--- src/rtl/exc_ctrl_pkg.sv ---
// Shared constants and types for the exception controller: CP0 register
// addresses, MIPS exception codes, FSM state encoding and the debug view.
package exc_ctrl_pkg;

    // Default handler entry for every exception and interrupt.
    localparam logic [31:0] EXC_VECTOR_DEFAULT = 32'h0000_0020;

    // CP0 register addresses touched by the write-back sequence.
    localparam logic [4:0] CP0_ADDR_STATUS = 5'd12;
    localparam logic [4:0] CP0_ADDR_CAUSE  = 5'd13;
    localparam logic [4:0] CP0_ADDR_EPC    = 5'd14;

    // ExcCode values written into Cause[6:2].
    localparam logic [4:0] EXC_CODE_INT = 5'h00;
    localparam logic [4:0] EXC_CODE_RI  = 5'h0a;
    localparam logic [4:0] EXC_CODE_OV  = 5'h0c;
    localparam logic [4:0] EXC_CODE_SYS = 5'h08;
    localparam logic [4:0] EXC_CODE_BP  = 5'h09;

    // Status bit positions used by the controller.
    localparam int STATUS_IE_BIT  = 0;
    localparam int STATUS_EXL_BIT = 1;

    typedef enum logic [2:0] {
        ST_IDLE     = 3'd0,
        ST_W_EPC    = 3'd1,
        ST_W_CAUSE  = 3'd2,
        ST_W_STATUS = 3'd3,
        ST_W_ERET   = 3'd4
    } exc_state_e;

    // Everything latched at the event cycle, exposed for observation.
    typedef struct packed {
        exc_state_e  state;
        logic [4:0]  code;
        logic        bd;
        logic [31:0] pc;
        logic [31:0] status;
    } exc_dbg_t;

    // EPC points at the branch when the faulting instruction is in its delay slot.
    function automatic logic [31:0] epc_value(input logic [31:0] pc, input logic bd);
        return bd ? (pc - 32'd4) : pc;
    endfunction

endpackage

--- src/rtl/exc_ctrl_if.sv ---
// Signal bundle between the pipeline/CP0 and the exception controller.
//
// There is no valid/ready handshake here. The MEM-stage fields are
// qualified by mem_valid and are only sampled while the controller is
// idle (stall_o=0). cp0_we is a single-cycle write strobe that CP0 must
// accept unconditionally in the same cycle; cp0_hw_we only has meaning
// while cp0_we=1. flush_o/new_pc_o form a one-cycle redirect pulse.
interface exc_ctrl_if;

    logic        mem_valid;
    logic [31:0] mem_pc;
    logic        mem_in_delay;
    logic [3:0]  mem_excflags;
    logic        mem_eret;
    logic        mtc0_we;
    logic [4:0]  mtc0_addr;
    logic [31:0] mtc0_wdata;
    logic [31:0] status_i;
    logic [31:0] cause_i;
    logic [31:0] epc_i;

    logic        cp0_we;
    logic [4:0]  cp0_waddr;
    logic [31:0] cp0_wdata;
    logic        cp0_hw_we;
    logic        flush_o;
    logic [31:0] new_pc_o;
    logic        stall_o;

    // Pipeline / CP0 side.
    modport master (
        output mem_valid, mem_pc, mem_in_delay, mem_excflags, mem_eret,
        output mtc0_we, mtc0_addr, mtc0_wdata,
        output status_i, cause_i, epc_i,
        input  cp0_we, cp0_waddr, cp0_wdata, cp0_hw_we,
        input  flush_o, new_pc_o, stall_o
    );

    // Exception controller side.
    modport slave (
        input  mem_valid, mem_pc, mem_in_delay, mem_excflags, mem_eret,
        input  mtc0_we, mtc0_addr, mtc0_wdata,
        input  status_i, cause_i, epc_i,
        output cp0_we, cp0_waddr, cp0_wdata, cp0_hw_we,
        output flush_o, new_pc_o, stall_o
    );

endinterface

--- src/rtl/exc_ctrl_prio.sv ---
// Fixed-priority event selector: interrupt > ri > ovf > syscall > break,
// with ERET reported only when none of those is present.
module exc_prio
    import exc_ctrl_pkg::*;
(
    input  logic       i_mem_valid,
    input  logic       i_int_pending,
    input  logic [3:0] i_excflags,   // {ri, ovf, syscall, break}
    input  logic       i_eret,
    output logic       o_exc_valid,
    output logic [4:0] o_exc_code,
    output logic       o_eret_valid
);

    // Pick the highest-priority event; nothing counts without a real instruction.
    always_comb begin
        o_exc_valid  = 1'b0;
        o_exc_code   = EXC_CODE_INT;
        o_eret_valid = 1'b0;
        if (i_mem_valid) begin
            if (i_int_pending) begin
                o_exc_valid = 1'b1;
                o_exc_code  = EXC_CODE_INT;
            end else if (i_excflags[3]) begin
                o_exc_valid = 1'b1;
                o_exc_code  = EXC_CODE_RI;
            end else if (i_excflags[2]) begin
                o_exc_valid = 1'b1;
                o_exc_code  = EXC_CODE_OV;
            end else if (i_excflags[1]) begin
                o_exc_valid = 1'b1;
                o_exc_code  = EXC_CODE_SYS;
            end else if (i_excflags[0]) begin
                o_exc_valid = 1'b1;
                o_exc_code  = EXC_CODE_BP;
            end else if (i_eret) begin
                o_eret_valid = 1'b1;
            end
        end
    end

endmodule

--- src/rtl/exc_ctrl.sv ---
// Exception controller: detects MEM-stage exceptions, interrupts and ERET,
// flushes the pipeline and then sequences the EPC/Cause/Status updates
// through the single CP0 write port while holding the pipeline stalled.
module exc_ctrl
    import exc_ctrl_pkg::*;
#(
    parameter logic [31:0] EXC_VECTOR = EXC_VECTOR_DEFAULT
) (
    input  logic       clk,
    input  logic       rst,          // asynchronous, active-low
    exc_ctrl_if.slave  bus,
    output exc_dbg_t   o_dbg
);

    exc_state_e  r_state;
    logic [4:0]  r_code;
    logic        r_bd;
    logic [31:0] r_pc;
    logic [31:0] r_status;

    logic        w_int_pending;
    logic        w_exc_valid;
    logic [4:0]  w_exc_code;
    logic        w_eret_valid;

    logic        w_cp0_we;
    logic [4:0]  w_cp0_waddr;
    logic [31:0] w_cp0_wdata;
    logic        w_cp0_hw_we;
    logic        w_flush;
    logic [31:0] w_new_pc;
    logic        w_stall;

    // Interrupt pending: enabled, not already in exception level, and a masked line raised.
    assign w_int_pending = bus.mem_valid
                         & bus.status_i[STATUS_IE_BIT]
                         & ~bus.status_i[STATUS_EXL_BIT]
                         & (|(bus.status_i[15:8] & bus.cause_i[15:8]));

    exc_prio u_prio (
        .i_mem_valid   (bus.mem_valid),
        .i_int_pending (w_int_pending),
        .i_excflags    (bus.mem_excflags),
        .i_eret        (bus.mem_eret),
        .o_exc_valid   (w_exc_valid),
        .o_exc_code    (w_exc_code),
        .o_eret_valid  (w_eret_valid)
    );

    // Sequencer: latch the event in IDLE, then walk the CP0 write-back states.
    always_ff @(posedge clk or negedge rst) begin
        if (!rst) begin
            r_state  <= ST_IDLE;
            r_code   <= '0;
            r_bd     <= 1'b0;
            r_pc     <= '0;
            r_status <= '0;
        end else begin
            case (r_state)
                ST_IDLE: begin
                    if (w_exc_valid) begin
                        r_code   <= w_exc_code;
                        r_bd     <= bus.mem_in_delay;
                        r_pc     <= bus.mem_pc;
                        r_status <= bus.status_i;
                        // Nested entry (EXL already set) keeps the original EPC.
                        r_state  <= bus.status_i[STATUS_EXL_BIT] ? ST_W_CAUSE : ST_W_EPC;
                    end else if (w_eret_valid) begin
                        r_state <= ST_W_ERET;
                    end
                end
                ST_W_EPC:    r_state <= ST_W_CAUSE;
                ST_W_CAUSE:  r_state <= ST_W_STATUS;
                ST_W_STATUS: r_state <= ST_IDLE;
                ST_W_ERET:   r_state <= ST_IDLE;
                default:     r_state <= ST_IDLE;
            endcase
        end
    end

    // CP0 write port, redirect and stall; everything forced low while reset is held.
    always_comb begin
        w_cp0_we    = 1'b0;
        w_cp0_waddr = '0;
        w_cp0_wdata = '0;
        w_cp0_hw_we = 1'b0;
        w_flush     = 1'b0;
        w_new_pc    = '0;
        w_stall     = 1'b0;
        if (rst) begin
            w_stall = (r_state != ST_IDLE);
            case (r_state)
                ST_IDLE: begin
                    if (w_exc_valid) begin
                        w_flush  = 1'b1;
                        w_new_pc = EXC_VECTOR;
                    end else if (w_eret_valid) begin
                        w_flush  = 1'b1;
                        w_new_pc = bus.epc_i;
                    end else begin
                        // No event: the pipeline's MTC0 owns the write port.
                        w_cp0_we    = bus.mtc0_we;
                        w_cp0_waddr = bus.mtc0_addr;
                        w_cp0_wdata = bus.mtc0_wdata;
                    end
                end
                ST_W_EPC: begin
                    w_cp0_we    = 1'b1;
                    w_cp0_waddr = CP0_ADDR_EPC;
                    w_cp0_wdata = epc_value(r_pc, r_bd);
                end
                ST_W_CAUSE: begin
                    w_cp0_we    = 1'b1;
                    w_cp0_hw_we = 1'b1;
                    w_cp0_waddr = CP0_ADDR_CAUSE;
                    w_cp0_wdata = {r_bd, bus.cause_i[30:7], r_code, bus.cause_i[1:0]};
                end
                ST_W_STATUS: begin
                    w_cp0_we    = 1'b1;
                    w_cp0_waddr = CP0_ADDR_STATUS;
                    w_cp0_wdata = bus.status_i | 32'h0000_0002;
                end
                ST_W_ERET: begin
                    w_cp0_we    = 1'b1;
                    w_cp0_waddr = CP0_ADDR_STATUS;
                    w_cp0_wdata = bus.status_i & ~32'h0000_0002;
                end
                default: begin
                    w_cp0_we = 1'b0;
                end
            endcase
        end
    end

    assign bus.cp0_we    = w_cp0_we;
    assign bus.cp0_waddr = w_cp0_waddr;
    assign bus.cp0_wdata = w_cp0_wdata;
    assign bus.cp0_hw_we = w_cp0_hw_we;
    assign bus.flush_o   = w_flush;
    assign bus.new_pc_o  = w_new_pc;
    assign bus.stall_o   = w_stall;

    assign o_dbg = '{state: r_state, code: r_code, bd: r_bd, pc: r_pc, status: r_status};

endmodule

--- src/flat_wrapper.sv ---
// flat-port wrapper written by rule: the top's interface ports become plain ports
module exc_ctrl_flat import exc_ctrl_pkg::*;
#(
    parameter logic [31:0] EXC_VECTOR = EXC_VECTOR_DEFAULT
)
  (clk, rst, o_dbg, bus_mem_valid, bus_mem_pc, bus_mem_in_delay, bus_mem_excflags, bus_mem_eret, bus_mtc0_we, bus_mtc0_addr, bus_mtc0_wdata, bus_status_i, bus_cause_i, bus_epc_i, bus_cp0_we, bus_cp0_waddr, bus_cp0_wdata, bus_cp0_hw_we, bus_flush_o, bus_new_pc_o, bus_stall_o);
  exc_ctrl_if bus_i ();
  input  logic clk;
  input  logic rst;
  output exc_dbg_t o_dbg;
  input wire logic [$bits(bus_i.mem_valid)-1:0] bus_mem_valid;
  input wire logic [$bits(bus_i.mem_pc)-1:0] bus_mem_pc;
  input wire logic [$bits(bus_i.mem_in_delay)-1:0] bus_mem_in_delay;
  input wire logic [$bits(bus_i.mem_excflags)-1:0] bus_mem_excflags;
  input wire logic [$bits(bus_i.mem_eret)-1:0] bus_mem_eret;
  input wire logic [$bits(bus_i.mtc0_we)-1:0] bus_mtc0_we;
  input wire logic [$bits(bus_i.mtc0_addr)-1:0] bus_mtc0_addr;
  input wire logic [$bits(bus_i.mtc0_wdata)-1:0] bus_mtc0_wdata;
  input wire logic [$bits(bus_i.status_i)-1:0] bus_status_i;
  input wire logic [$bits(bus_i.cause_i)-1:0] bus_cause_i;
  input wire logic [$bits(bus_i.epc_i)-1:0] bus_epc_i;
  output wire logic [$bits(bus_i.cp0_we)-1:0] bus_cp0_we;
  output wire logic [$bits(bus_i.cp0_waddr)-1:0] bus_cp0_waddr;
  output wire logic [$bits(bus_i.cp0_wdata)-1:0] bus_cp0_wdata;
  output wire logic [$bits(bus_i.cp0_hw_we)-1:0] bus_cp0_hw_we;
  output wire logic [$bits(bus_i.flush_o)-1:0] bus_flush_o;
  output wire logic [$bits(bus_i.new_pc_o)-1:0] bus_new_pc_o;
  output wire logic [$bits(bus_i.stall_o)-1:0] bus_stall_o;
  assign bus_i.mem_valid = bus_mem_valid;
  assign bus_i.mem_pc = bus_mem_pc;
  assign bus_i.mem_in_delay = bus_mem_in_delay;
  assign bus_i.mem_excflags = bus_mem_excflags;
  assign bus_i.mem_eret = bus_mem_eret;
  assign bus_i.mtc0_we = bus_mtc0_we;
  assign bus_i.mtc0_addr = bus_mtc0_addr;
  assign bus_i.mtc0_wdata = bus_mtc0_wdata;
  assign bus_i.status_i = bus_status_i;
  assign bus_i.cause_i = bus_cause_i;
  assign bus_i.epc_i = bus_epc_i;
  assign bus_cp0_we = bus_i.cp0_we;
  assign bus_cp0_waddr = bus_i.cp0_waddr;
  assign bus_cp0_wdata = bus_i.cp0_wdata;
  assign bus_cp0_hw_we = bus_i.cp0_hw_we;
  assign bus_flush_o = bus_i.flush_o;
  assign bus_new_pc_o = bus_i.new_pc_o;
  assign bus_stall_o = bus_i.stall_o;
  exc_ctrl #(.EXC_VECTOR(EXC_VECTOR)) u_core (.clk(clk), .rst(rst), .bus(bus_i), .o_dbg(o_dbg));
endmodule
--- config.mk ---
export PLATFORM = sky130hd
export DESIGN_NAME = exc_ctrl_flat
export DESIGN_NICKNAME = d
export VERILOG_FILES = /design/src/rtl/exc_ctrl_pkg.sv /design/src/rtl/exc_ctrl_if.sv /design/src/rtl/exc_ctrl_prio.sv /design/src/rtl/exc_ctrl.sv /design/src/flat_wrapper.sv
export SDC_FILE = /design/constraint.sdc
export NUM_CORES = 1
export LEC_CHECK = 0
export ABC_AREA = 0
export CORE_ASPECT_RATIO = 0.7
export CORE_UTILIZATION = 32
export DETAILED_ROUTE_END_ITERATION = 7
export PLACE_DENSITY = 0.78
export REMOVE_ABC_BUFFERS = 1
export SLEW_MARGIN = 0
export SYNTH_ARGS = -nofsm -noshare
export SYNTH_HDL_FRONTEND = slang
export SYNTH_HIERARCHICAL = 1
export SYNTH_SLANG_ARGS = --single-unit
export TNS_END_PERCENT = 50
--- constraint.sdc ---
create_clock -name clk -period 2.15 [get_ports clk]
set_input_delay 0.3225 -clock clk [delete_from_list [all_inputs] [get_ports clk]]
set_output_delay 0.3225 -clock clk [all_outputs]
set_load 0.05 [all_outputs]
==> run_results.csv, run 1 <==
group,metric,value,unit
outcome,status,"complete, but fails checks",
outcome,violations_in_the_final_reports,"setup timing",
critical_path,timing.critical_path.mode_cell,"buf_12",
critical_path,path_buf_inv,6,
critical_path,worstSetupPathType,"input pin to output pin",
drt,firstDrtPassIters,8,
finish,syn2layout_area_growth,122,%
clocking,clock_sinks,73,
power_and_ir_drop,power.combinational.fraction,73.4,%
clocking,clk_pin_slew,60,ps
placement,io_buffers,314,
finish,final_layout_size_suffix_gt1_share,46.4,%
sta,fin_skew,8.95,ps
finish,fin_util,73.3,%
critical_path,regToRegStartpoint,"u_core/r_state[0]",
run,timing.max_cap.violations,0,
finish,final_area,10300,µm²
power_and_ir_drop,power_density,1460,nW/µm²
critical_path,worst_r2r_endpoint,"u_core/r_pc[29]",
global_route,globalRoute.totalOverflow,0,
critical_path,r2r_setup_slack,300,ps
placement,post_dp_cell_area,9050,µm²
synthesis,async_reset_ff_share,100,%
drt,route.antenna.remaining_nets,0,
synthesis,synth.yosys.warnings,6,
sta,worst-slew-pin-transition,744,ps
finish,stdcell_count,1063,
synthesis,synth_edf_count,0,
power_and_ir_drop,ir_drop,1.17,mV
synthesis,synth_top_area_share,39.5,%
power_and_ir_drop,sw_frac_of_total,49.1,%
clocking,cts-root-to-sink-buffers,2,
critical_path,timing.critical_path.slowest_stage_cell,"a222oi_1",
finish,antenna_cells_inserted,0,
synthesis,synth.cells.most_frequent,"81 x mux2_2, 73 x dfrtp_1, 35 x and2_1",
synthesis,syn_area_per_cell,10.4,µm²
sta,setup_viol,91,
global_route,antenna_found_initial,0,
clocking,clock_tree_from_tritoncts,"yes",
clocking,cts_inserted_buffers,9,
clocking,cts_htree_levels,3,
power_and_ir_drop,cellLeakagePower,4.22,nW
synthesis,synth.ff_latch_count,73,
synthesis,yosys-top-cells-area,"dfrtp_1 40%, mux2_2 20%, a222oi_1 6.3%",
critical_path,worstPathRequired,1830,ps
synthesis,leading_cell_type_by_number_of_instances_after_synthesis,"mux2_2",
sta,setup_tns,-45810,ps
critical_path,r2r.worst_path.cells,5,
drt,avgViaCountPerCell,5.40,
sta,post-route-worst-setup-slack,-848,ps
power_and_ir_drop,p_switching,7.36,mW
sta,fin_crit,3000,ps
clocking,cts-root-buf,"clkbuf_16",
sta,report.final.slew_viol_count,0,
global_route,first_global_vias,5824,
synthesis,number_of_distinct_library_cells_after_synthesis,45,
global_route,grt_first_pass_wirelength,33400,µm
die,core_area,14000,µm²
synthesis,netlist_area,4620,µm²
die,die_h,103,µm
die,die_width,146,µm
min_path,holdCritPathClass,"input pin to async pin",
synthesis,ys.flop_type,"dfrtp_1",
global_route,pin_count_of_the_biggest_net_entering_global_routing,56,
sta,grt_setup_unrepaired,"yes",
critical_path,path_delay_family,"compound AO/OA/AOI/OAI gates",
die,fp.dieArea,14900,µm²
power_and_ir_drop,cell_internal_pwr,7.63,mW
critical_path,cp_cell_sequence,"buf_6 -> a22o_1 -> a221oi_2 -> a211oi_2 -> inv_1 -> and4_4 -> nor3_4 -> buf_12 -> buf_12 -> a222oi_1 -> buf_4 -> o22ai_4 -> buf_8",
die,rows,36,
clocking,clkLatencyLatePin,330,ps
sta,layout_worst_path_cycle_share,139,%
drt,drt-initial-drc-count,404,
placement,dpl.cell_count,1021,
synthesis,synthDominantAreaCellType,"dfrtp_1",
global_route,globalRouteTotalUtil,29.5,%
drt,num_vias,5737,
die,floorplan.initialDensity,33.0,%
synthesis,postSynthCellCount,446,
critical_path,start_kind,"input pin",
critical_path,crit_path_dat,2680,ps
die,io_pins,321,
synthesis,seq_area_frac_synth,39.5,%
drt,detailed_route_wire_length_per_cell,21.5,µm
critical_path,endpoint_kind,"output pin",
drt,drt-total-wl,22900,µm
placement,routabilityCongestion,0.881,
finish,nNetsFinal,1044,
critical_path,cpPeakStageDelay,460,ps
drt,drc,0,
sta,max-slew-margin-rel,50.4,%
sta,fmax,0.334,GHz
power_and_ir_drop,p_clk_share,10.1,%
placement,final_hpwl_from_detailed_placement,16400,µm
power_and_ir_drop,p_seq_share,16.6,%
power_and_ir_drop,fin_total_pwr,15.0,mW
critical_path,critPathMaxFanout,5,
sta,timing_hold_violations_final,0,
[logic make-up (layout without fill, tap and decap cells)]
logic type               Yosys count  count (layout)  synth area share (%)
AND/OR/NAND/NOR                  136             136                  17.3
AO/OA/AOI/OAI                     87              87                  14.0
multiplexers                      81              81                  19.7
flip-flops                        73              73                  39.5
buffers and inverters             39             466                  3.71
XOR/XNOR                          28              28                  5.31
adder cells (fa/ha/maj)            1               1                 0.271
other                              1               1                0.0812
[per-layer routing]
metal	vias to the layer above	track usage (%)	part of all wire (%)
li1	2544	-	-
met1	2778	35.7	40
met2	360	51.6	49
met3	55	6.90	7.7
met4	0	12.0	3.1
met5	-	0	0
[area by class of cell]
class	count	area [µm²]
timing repair buffer	447	4910
fill	935	3740
multi-input combinational	334	2980
sequential	73	1830
tap	190	238
clock buffer	10	229
clock inverter	6	68.8
inverter	3	11.3
[placed cells by master (no fill, tap or decap), drive strengths merged, types with 2 or more instances in the layout]
master,instances
nor4b,2
inv,3
nor2b,2
nand2,25
nand4b,2
mux2,81
nand3,2
clkbuf,13
nand2b,5
a22oi,3
nor3,11
a21boi,3
nand4,3
clkdlybuf4s50,216
or3,5
o22ai,22
nor4,6
dfrtp,73
nor2,20
buf,213
a21oi,16
or4,5
dlygate4sd2,7
and4,2
a221oi,2
a211oi,3
xor2,13
clkdlybuf4s15,6
and2,35
xnor2,15
a22o,2
clkinv,4
nor3b,6
o21ai,6
nand3b,2
a222oi,29
[stage by stage]
stage                     worst slack, ps  hold WS, ps
after global placement              -1050          188
after CTS                            -686         48.8
after floorplan                     -2650         26.9
final                                -848         44.9
after detailed placement            -1150          190
after global routing                 -835         53.8
[sequential cells by signal (all words and copies together) (netlist names)]
| signal | cells |
|---|---|
| u_core/r_code | 5 |
| u_core/r_pc | 32 |
| u_core/r_bd | 1 |
| u_core/r_state | 3 |
| u_core/r_status | 32 |
[power groups by stage]
stage	Combinational, mW	Sequential, mW	Clock, mW
global route	11.4	2.56	1.59
floorplan	3.10	5.12	0
CTS	10.9	2.48	1.54
detailed placement	10.2	2.49	0
finish	11.0	2.48	1.51
global placement	10.1	2.44	0
[what timing repair did]
action / in CTS / in global routing
setup endpoints to repair: 143 / 109
gates cloned: 7 / 0
setup buffers: 18 / 3
endpoints found under the hold margin: 6 / 0
pin swaps: 65 / 21
hold buffers: 1 / 0
resized for setup: 199 / 19
[how the worst max path moves through the flow]
stage | startpoint | endpoint | slack, ps | cells after the start
5_1_grt | bus_cause_i[13] | bus_cp0_wdata[28] | -830 | 13
3_3_place_gp | bus_cause_i[12] | bus_cp0_wdata[20] | -1050 | 11
2_1_floorplan | u_core/r_state[0] | bus_cp0_waddr[2] | -2650 | 4
6_report | bus_status_i[14] | bus_cp0_wdata[28] | -850 | 13
3_5_place_dp | bus_cause_i[12] | bus_cp0_wdata[28] | -1150 | 12
4_1_cts | bus_status_i[14] | bus_cp0_wdata[28] | -690 | 13
Note: power is estimated with default switching activity, not from simulation.
==> run 2, diff against run 1 <==
--- a/config.mk
+++ b/config.mk
@@ -9,6 +9,7 @@
 export CORE_ASPECT_RATIO = 0.7
 export CORE_UTILIZATION = 32
 export DETAILED_ROUTE_END_ITERATION = 7
+export HOLD_SLACK_MARGIN = 0.1
 export PLACE_DENSITY = 0.78
 export REMOVE_ABC_BUFFERS = 1
 export SLEW_MARGIN = 0
==> run_results.csv, run 2 (synthesis results as in run 1) <==
group,metric,value,unit
outcome,status,"complete, but fails checks",
outcome,violations_in_the_final_reports,"setup timing",
critical_path,cp_cell_sequence,"buf_6 -> a22o_1 -> a221oi_2 -> a211oi_2 -> inv_1 -> and4_4 -> nor3_4 -> buf_12 -> buf_12 -> a222oi_1 -> buf_4 -> o22ai_4 -> buf_8",
power_and_ir_drop,fin_total_pwr,15.0,mW
global_route,pin_count_of_the_biggest_net_entering_global_routing,56,
finish,nNetsFinal,1045,
critical_path,endpoint_kind,"output pin",
critical_path,path_delay_family,"compound AO/OA/AOI/OAI gates",
power_and_ir_drop,power.combinational.fraction,73.4,%
power_and_ir_drop,sw_frac_of_total,49.1,%
global_route,globalRouteTotalUtil,29.6,%
critical_path,worstPathRequired,1830,ps
critical_path,cpPeakStageDelay,430,ps
drt,num_vias,5670,
sta,setup_viol,82,
sta,report.final.slew_viol_count,0,
clocking,cts-root-to-sink-buffers,2,
critical_path,regToRegStartpoint,"u_core/r_state[0]",
die,rows,36,
sta,fin_crit,2950,ps
finish,reg_top3,"u_core/r_pc x32, u_core/r_status x32, u_core/r_code x5",
drt,firstDrtPassIters,6,
drt,detailed_route_wire_length_per_cell,21.5,µm
global_route,first_global_vias,5831,
clocking,clock_tree_from_tritoncts,"yes",
finish,fillers,934,
die,io_pins,321,
drt,drc,0,
run,timing.max_cap.violations,0,
critical_path,critPathMaxFanout,5,
critical_path,start_kind,"input pin",
sta,holdWs,271,ps
die,core_area,14000,µm²
clocking,clk_pin_slew,60,ps
sta,timing_hold_violations_final,0,
die,fp.dieArea,14900,µm²
clocking,cts_htree_levels,3,
drt,drt-initial-drc-count,379,
critical_path,crit_path_dat,2630,ps
power_and_ir_drop,p_clk_share,10.0,%
global_route,globalRoute.totalOverflow,0,
clocking,cts-root-buf,"clkbuf_16",
power_and_ir_drop,cellLeakagePower,4.22,nW
power_and_ir_drop,p_switching,7.36,mW
sta,fin_skew,7.63,ps
min_path,holdCritPathClass,"input pin to async pin",
drt,drt-total-wl,22900,µm
finish,antenna_cells_inserted,0,
critical_path,path_buf_inv,6,
critical_path,worstSetupPathType,"input pin to output pin",
drt,route.antenna.remaining_nets,0,
drt,avgViaCountPerCell,5.33,
finish,final_layout_size_suffix_gt1_share,46.3,%
die,die_width,146,µm
sta,max-slew-margin-rel,50.7,%
placement,routabilityCongestion,0.881,
critical_path,timing.critical_path.mode_cell,"buf_12",
finish,mostFrequentLayoutCells,"216 x clkdlybuf4s50_1, 115 x buf_4, 81 x mux2_2",
finish,mostFrequentLayoutCell,"clkdlybuf4s50_1",
power_and_ir_drop,cell_internal_pwr,7.63,mW
sta,worst-slew-pin-transition,740,ps
power_and_ir_drop,power_density,1460,nW/µm²
global_route,antenna_found_initial,0,
sta,layout_worst_path_cycle_share,137,%
power_and_ir_drop,p_seq_share,16.6,%
power_and_ir_drop,ir_drop,1.17,mV
sta,grt_setup_unrepaired,"yes",
global_route,grt_first_pass_wirelength,33500,µm
die,floorplan.initialDensity,33.0,%
critical_path,timing.critical_path.slowest_stage_cell,"a222oi_1",
sta,post-route-worst-setup-slack,-802,ps
clocking,clkLatencyLatePin,330,ps
sta,fmax,0.339,GHz
clocking,cts_inserted_buffers,9,
clocking,clock_sinks,73,
placement,final_hpwl_from_detailed_placement,16400,µm
placement,io_buffers,314,
finish,syn2layout_area_growth,122,%
critical_path,startpoint,"bus_status_i[14]",
die,die_h,103,µm
## run 2: cell types whose count changed in the layout (fill, tap and decap cells not counted), sizes merged
cell	previous run	this run
dlygate4sd3	1	2
## run 2: repair_timing
item                                    in CTS  in global routing
resized for setup                          199                 19
gates cloned                                 7                  0
hold buffers                                 2                  0
buffers inserted                            18                  3
hold endpoints to repair                     6                  0
endpoints found under the setup margin     143                109
pin swaps                                   65                 21
## run 2: per-stage QoR
step	util, %	worst slack [ps]	instance area [µm²]	cells	TNS [ps]
2_1_floorplan	-	-2650	4460	410	-177450
3_3_place_gp	64.6	-1050	9050	1021	-98780
3_5_place_dp	64.6	-1150	9050	1021	-109040
4_1_cts	72.7	-686	10200	1061	-37360
5_1_grt	73.3	-835	10300	1064	-49420
6_report	73.3	-802	10300	1064	-45250
## run 2: worst paths after layout
check,endpoint,cells past startpoint,slack [ps]
worst min-delay path,u_core/r_status[17],2,270
max in group asynchronous,u_core/r_pc[3],3,1300
worst min register to register,u_core/r_status[27],1,500
worst max register to register,u_core/r_pc[29],5,280
worst max-delay path,bus_cp0_wdata[28],13,-800
min in group clk,u_core/r_status[13],3,330
## run 2: power by group through the flow
stage	registers [mW]	clock network, mW	logic, mW
floorplan	5.12	0	3.10
global placement	2.44	0	10.1
detailed placement	2.49	0	10.2
CTS	2.48	1.54	10.9
global route	2.56	1.59	11.4
finish	2.48	1.50	11.0
## run 2: area by class of cell
cell class | instances | area, µm² | area share [%]
Inverter | 3 | 11.3 | 0.110
Clock buffer | 10 | 229 | 2.23
Tap cell | 190 | 238 | 2.31
Sequential cell | 73 | 1830 | 17.8
Multi-Input combinational cell | 334 | 2980 | 29.0
Timing Repair Buffer | 448 | 4920 | 47.9
Clock inverter | 6 | 68.8 | 0.670
## run 2: metal layers
metal	share of wire (%)	up-vias	global-route usage, %
li1	-	2546	-
met1	41	2784	35.9
met4	3.0	0	12.2
met5	0	-	0
met3	6.7	43	6.81
met2	50	297	51.5
==> RTL change 1 (flow settings as in run 1) <==
Register the output `o_dbg`, without a reset; this adds one clock of latency there. The other outputs are not delayed to match.
--- a/src/rtl/exc_ctrl.sv
+++ b/src/rtl/exc_ctrl.sv
@@ -142,3 +142,5 @@
 
-    assign o_dbg = '{state: r_state, code: r_code, bd: r_bd, pc: r_pc, status: r_status};
+    always_ff @(posedge clk) begin
+        o_dbg <= '{state: r_state, code: r_code, bd: r_bd, pc: r_pc, status: r_status};
+    end
 
Formal check against the unedited RTL: not equivalent (Yosys sat finds a counterexample within 4 cycles, from zero or initial values and one cycle with rst low).
==> RTL change 1 against run 1 <==
- the run still ends with negative setup slack left
- final cell count grew 17%
- core utilization shrank 5.0 points
- wire length grew 20%
- register-to-register slack lost 0.03 ns
- synthesized cell count grew 19%
- count of clock-buffer cells in the layout grew 11
- die area grew 33%
- synthesized area grew 33%
- final area grew 26%
- sequential cell count grew 73
- power grew 28%
- setup slack lost 0.048 ns
- highest routed layer unchanged
==> RTL change 1: results (changes against run 1) <==
GRT
  – Met3 usage: 6.93% (was 6.90%)
  – First-pass GRT wire length: 39,800 µm (was 33,400 µm)
  – Vias in the first global route: 6,600 (was 5,824)
  – GRT Util Overall: 26.8% (was 29.5%)
  – Largest net degree at the start of global routing: 52 (was 56)
  – Met2 Usage GRT: 41.6% (was 51.6%)
  – Met1 Use GR: 36.9% (was 35.7%)

STA
  – Final setup margin: -0.895 ns (was -0.848 ns)
  – Clock skew: 0.00817 ns (was 0.00895 ns)
  – Setup-failing EPs final: 125 (was 91)
  – Worst-margin pin slew: 0.711 ns (was 0.744 ns)

Routing
  – Metal3 WL: 1720 µm (was 1760 µm)
  – Met1 Routed Length: 12,400 µm (was 9110 µm)
  – First-pass iteration count of the detailed router: 6 (was 8)
  – Starting DRT DRC Count: 479 (was 404)
  – DR vias/cell: 5.10 (was 5.40)
  – DR WL/cell: 22.0 µm (was 21.5 µm)

Logic synthesis
  – Post-Synth XOR/XNOR Area: 2.71% (was 5.31%)
  – Commonest cells in the netlist: mux2_2 (80), dfrtp_1 (73), dfxtp_1 (73), and2_1 (35) (was mux2_2 (81), dfrtp_1 (73), and2_1 (35), a222oi_1 (29), nand2_1 (25))
  – Top FF cell, synth: dfxtp_1 (was dfrtp_1)
  – Post-Synthesis Cells: 529 (was 446)
  – Area contributors post-synth: dfrtp_1 (30%), dfxtp_1 (24%), mux2_2 (15%) (was dfrtp_1 (40%), mux2_2 (20%), a222oi_1 (6.3%))
  – Ys async rst share: 50.0% (was 100%)
  – Post-synthesis compound-gate area fraction: 11.4% (was 14.0%)
  – Netlist cell types: 55 (was 45)
  – Post-synthesis mux area share: 14.8% (was 19.7%)
  – Post-synthesis sequential area ratio: 53.5% (was 39.5%)
  – Adder-cell share of the synthesized area: 0.204% (was 0.271%)

Critical path
  – CP max stage delay: 0.56 ns (was 0.46 ns)
  – Crit path DAT: 2.72 ns (was 2.68 ns)
  – CP top delay family: simple AND/OR/NAND/NOR gates (was compound AO/OA/AOI/OAI gates)
  – Crit path max fanout: 3 (was 5)

Outcome
  – Failing checks: negative setup slack (unchanged)
  – Outcome: finished, violations left (unchanged)

Final layout
  – Largest regs: u_core/o_dbg (73), u_core/r_pc (32), u_core/r_status (32) (was u_core/r_pc (32), u_core/r_status (32), u_core/r_code (5))
  – Share of cells above drive strength 1: 48.8% (was 46.4%)

Clock tree
  – Cts bufs inserted: 17 (was 9)
  – H-tree Lvls: 4 (was 3)

Floorplan
  – Total die area: 19,800 µm² (was 14,900 µm²)

Placement
  – Placed Cells: 1,183 (was 1,021)
  – DP Area: 11,200 µm² (was 9050 µm²)
  – Final HPWL from detailed placement: 19,200 µm (was 16,400 µm)
  – DP Worst Slack: -1.48 ns (was -1.15 ns)

Pwr
  – P_comb: 11.6 mW (was 11.0 mW)
  – Lkg Pwr: 5.36 nW (was 4.22 nW)
  – Clock share of power: 14.2% (was 10.1%)
  – Comb pwr share: 60.8% (was 73.4%)
  – Psw: 8.46 mW (was 7.36 mW)
## RTL change 1: repair_timing
action,in CTS,in global routing
hold buffers,1,0
pin swaps,60,71
setup buffers,14,20
hold endpoints to repair,22,0
resized for setup,201,85
endpoints found under the setup margin,142,139
cloned,4,2
## RTL change 1: layout make-up
type                            instances  area (µm²)
Inverter                                4        15.0
Timing Repair Buffer                  478        5380
Clock inverter                         11        81.3
Clock buffer                           21         450
Multi-Input combinational cell        344        3370
Tap cell                              242         303
Sequential cell                       146        3290
Fill cell                            1355        5980
## RTL change 1: worst paths after layout
check                                     from                  end  slack (ns)  cells past startpoint
hold reg to reg            u_core/r_status[15]     u_core/o_dbg[15]        0.36                      0
setup / recovery                u_core/r_pc[8]    bus_cp0_wdata[24]       -0.90                      7
setup reg to reg             u_core/r_state[0]       u_core/r_pc[5]        0.27                      6
max in group asynchronous                  rst  u_core/r_status[26]        0.74                      4
hold / removal                             rst      u_core/r_pc[29]        0.07                      2
min in group clk               bus_status_i[9]   u_core/r_status[9]        0.24                      3
==> RTL change 2 (flow settings as in run 1) <==
Without the edit above. Make the reset (`rst`) synchronous in one clocked block. Comments in the files are not updated.
--- a/src/rtl/exc_ctrl.sv
+++ b/src/rtl/exc_ctrl.sv
@@ -50,3 +50,3 @@
     // Sequencer: latch the event in IDLE, then walk the CP0 write-back states.
-    always_ff @(posedge clk or negedge rst) begin
+    always_ff @(posedge clk) begin
         if (!rst) begin
Function: differs if rst is asserted again (counterexample within 4 cycles, from zero or initial values and one cycle with rst low); with rst held inactive, the same outputs for 4 cycles.
==> RTL change 2 against run 1 <==
- the flow still finishes with violations (negative setup slack)
- final area decreased by 4.3%
- critical path depth decreased by 4
- setup slack improved by 0.15 ns
- core utilization decreased by 2.7 points
- synthesized area decreased by 1.3%
- final cell count increased by 11%
- die area decreased by 1.3%
- global-route usage decreased by 0.093 points
- wire length decreased by 1.6%
- via count increased by 5.6%
- sequential cell count unchanged
- critical path type unchanged
Power is not compared: it rests on default switching activity, and its combinational part moved more than twofold at a synthesized area within 25%.
==> RTL change 2: results (changes against run 1) <==
Logic synthesis
  – Area contributors post-synth: dfxtp_1 (32%), nand2_1 (14%), a21boi_0 (12%) (was dfrtp_1 (40%), mux2_2 (20%), a222oi_1 (6.3%))
  – Post-synthesis sequential area ratio: 32.1% (was 39.5%)
  – Ys async rst share: 0% (was 100%)
  – Commonest cells in the netlist: nand2_1 (165), a21boi_0 (73), dfxtp_1 (73), clkbuf_1 (41), and2_1 (34) (was mux2_2 (81), dfrtp_1 (73), and2_1 (35), a222oi_1 (29), nand2_1 (25))
  – Top FF cell, synth: dfxtp_1 (was dfrtp_1)

Final layout
  – Clock network area share: 3.35% (was 2.90%)
  – Layout filler cell count: 1,055 (was 935)
  – Final-layout clock buffer total: 11 (was 10)
  – Nets: 1,157 (was 1,044)
  – Signal buf overhead: 46.7% (was 47.8%)
  – Multi-input gate area: 3190 µm² (was 2980 µm²)
  – Sequential cell area share: 14.9% (was 17.8%)

STA
  – Worst hold margin: 0.371 ns (was 0.0449 ns)
  – Final setup margin: -0.693 ns (was -0.848 ns)
  – Slew headroom: 60.7% (was 50.4%)
  – Setup-failing EPs final: 71 (was 91)
  – Clock skew: 0.00568 ns (was 0.00895 ns)

Placement
  – Placed Cells: 1,140 (was 1,021)
  – RD Place Congestion: 0.865 (was 0.881)

Routing
  – Starting DRT DRC Count: 490 (was 404)
  – Via count: 6,057 (was 5,737)
  – WL final: 22,500 µm (was 22,900 µm)
  – Met1 Routed Length: 8610 µm (was 9110 µm)
  – Metal2 WL: 11,500 µm (was 11,300 µm)

GRT
  – Met1 Use GR: 34.1% (was 35.7%)
  – Met2 Usage GRT: 53.3% (was 51.6%)
  – First-pass GRT wire length: 32,700 µm (was 33,400 µm)
  – Largest net degree at the start of global routing: 41 (was 56)
  – Vias in the first global route: 5,853 (was 5,824)
  – Met3 usage: 7.78% (was 6.90%)
  – GRT Util Overall: 29.4% (was 29.5%)

Outcome
  – Outcome: finished, violations left (unchanged)
  – Failing checks: negative setup slack (unchanged)

Critical path
  – Slowest cell on crit path: clkdlybuf4s50_1 (was a222oi_1)
  – CP top delay family: buffers and inverters (was compound AO/OA/AOI/OAI gates)
  – Crit path DAT: 2.52 ns (was 2.68 ns)
  – Crit path max fanout: 7 (was 5)
  – Register-to-Register Path Depth: 8 (was 5)
  – FF-to-FF setup slack: 0.25 ns (was 0.30 ns)

Pwr
  – Overall Power: 5.56 mW

Hold path
  – Hold Path Class: in2reg (was in2async)
[RTL change 2: changes by cell type in the layout (fill, tap and decap cells not counted), moves of 10 or more]
cell and delta:
nand2_1 +136, mux2_2 -78, dfrtp_1 -73, dfxtp_1 +73, a21boi_0 +70, buf_8 -21
o22ai_2 -11, buf_12 +10
[RTL change 2: repair_timing]
item,CTS,global route
endpoints found under the setup margin,143,74
pin swaps,86,28
buffers inserted,16,6
gates resized for setup,135,25
cloned,6,0
endpoints found under the hold margin,0,0
[RTL change 2: per-stage QoR]
stage | setup WS [ns] | instance area [µm²] | utilization [%] | TNS (ns)
after floorplan | -2.54 | 4330 | - | -176.60
after global placement | -1.03 | 8960 | 64.3 | -93.78
after detailed placement | -1.07 | 8960 | 64.3 | -101.76
after CTS | -0.633 | 9810 | 70.5 | -36.03
after global routing | -0.761 | 9820 | 70.6 | -41.12
final | -0.693 | 9820 | 70.6 | -35.11
[RTL change 2: how the worst max path moves through the flow]
stage	to	slack [ns]	cells past startpoint
after floorplan	bus_cp0_waddr[2]	-2.54	8
after global placement	bus_cp0_wdata[20]	-1.03	12
after detailed placement	bus_cp0_wdata[20]	-1.07	12
after CTS	bus_cp0_wdata[31]	-0.63	6
after global routing	bus_cp0_wdata[15]	-0.76	12
final	bus_cp0_wdata[15]	-0.69	9
[RTL change 2: logic make-up (layout without fill, tap and decap cells)]
group           count (synthesis)  count (layout)  share of synthesized area (%)
mux                             3               3                          0.741
other cells                     1               1                         0.0823
compound gates                159             159                           26.1
simple gates                  277             277                           30.7
xor+xnor                       25              25                           4.80
flops                          73              73                           32.1
buf+inv                        53             446                           5.24
fa+ha+maj                       1               1                          0.274
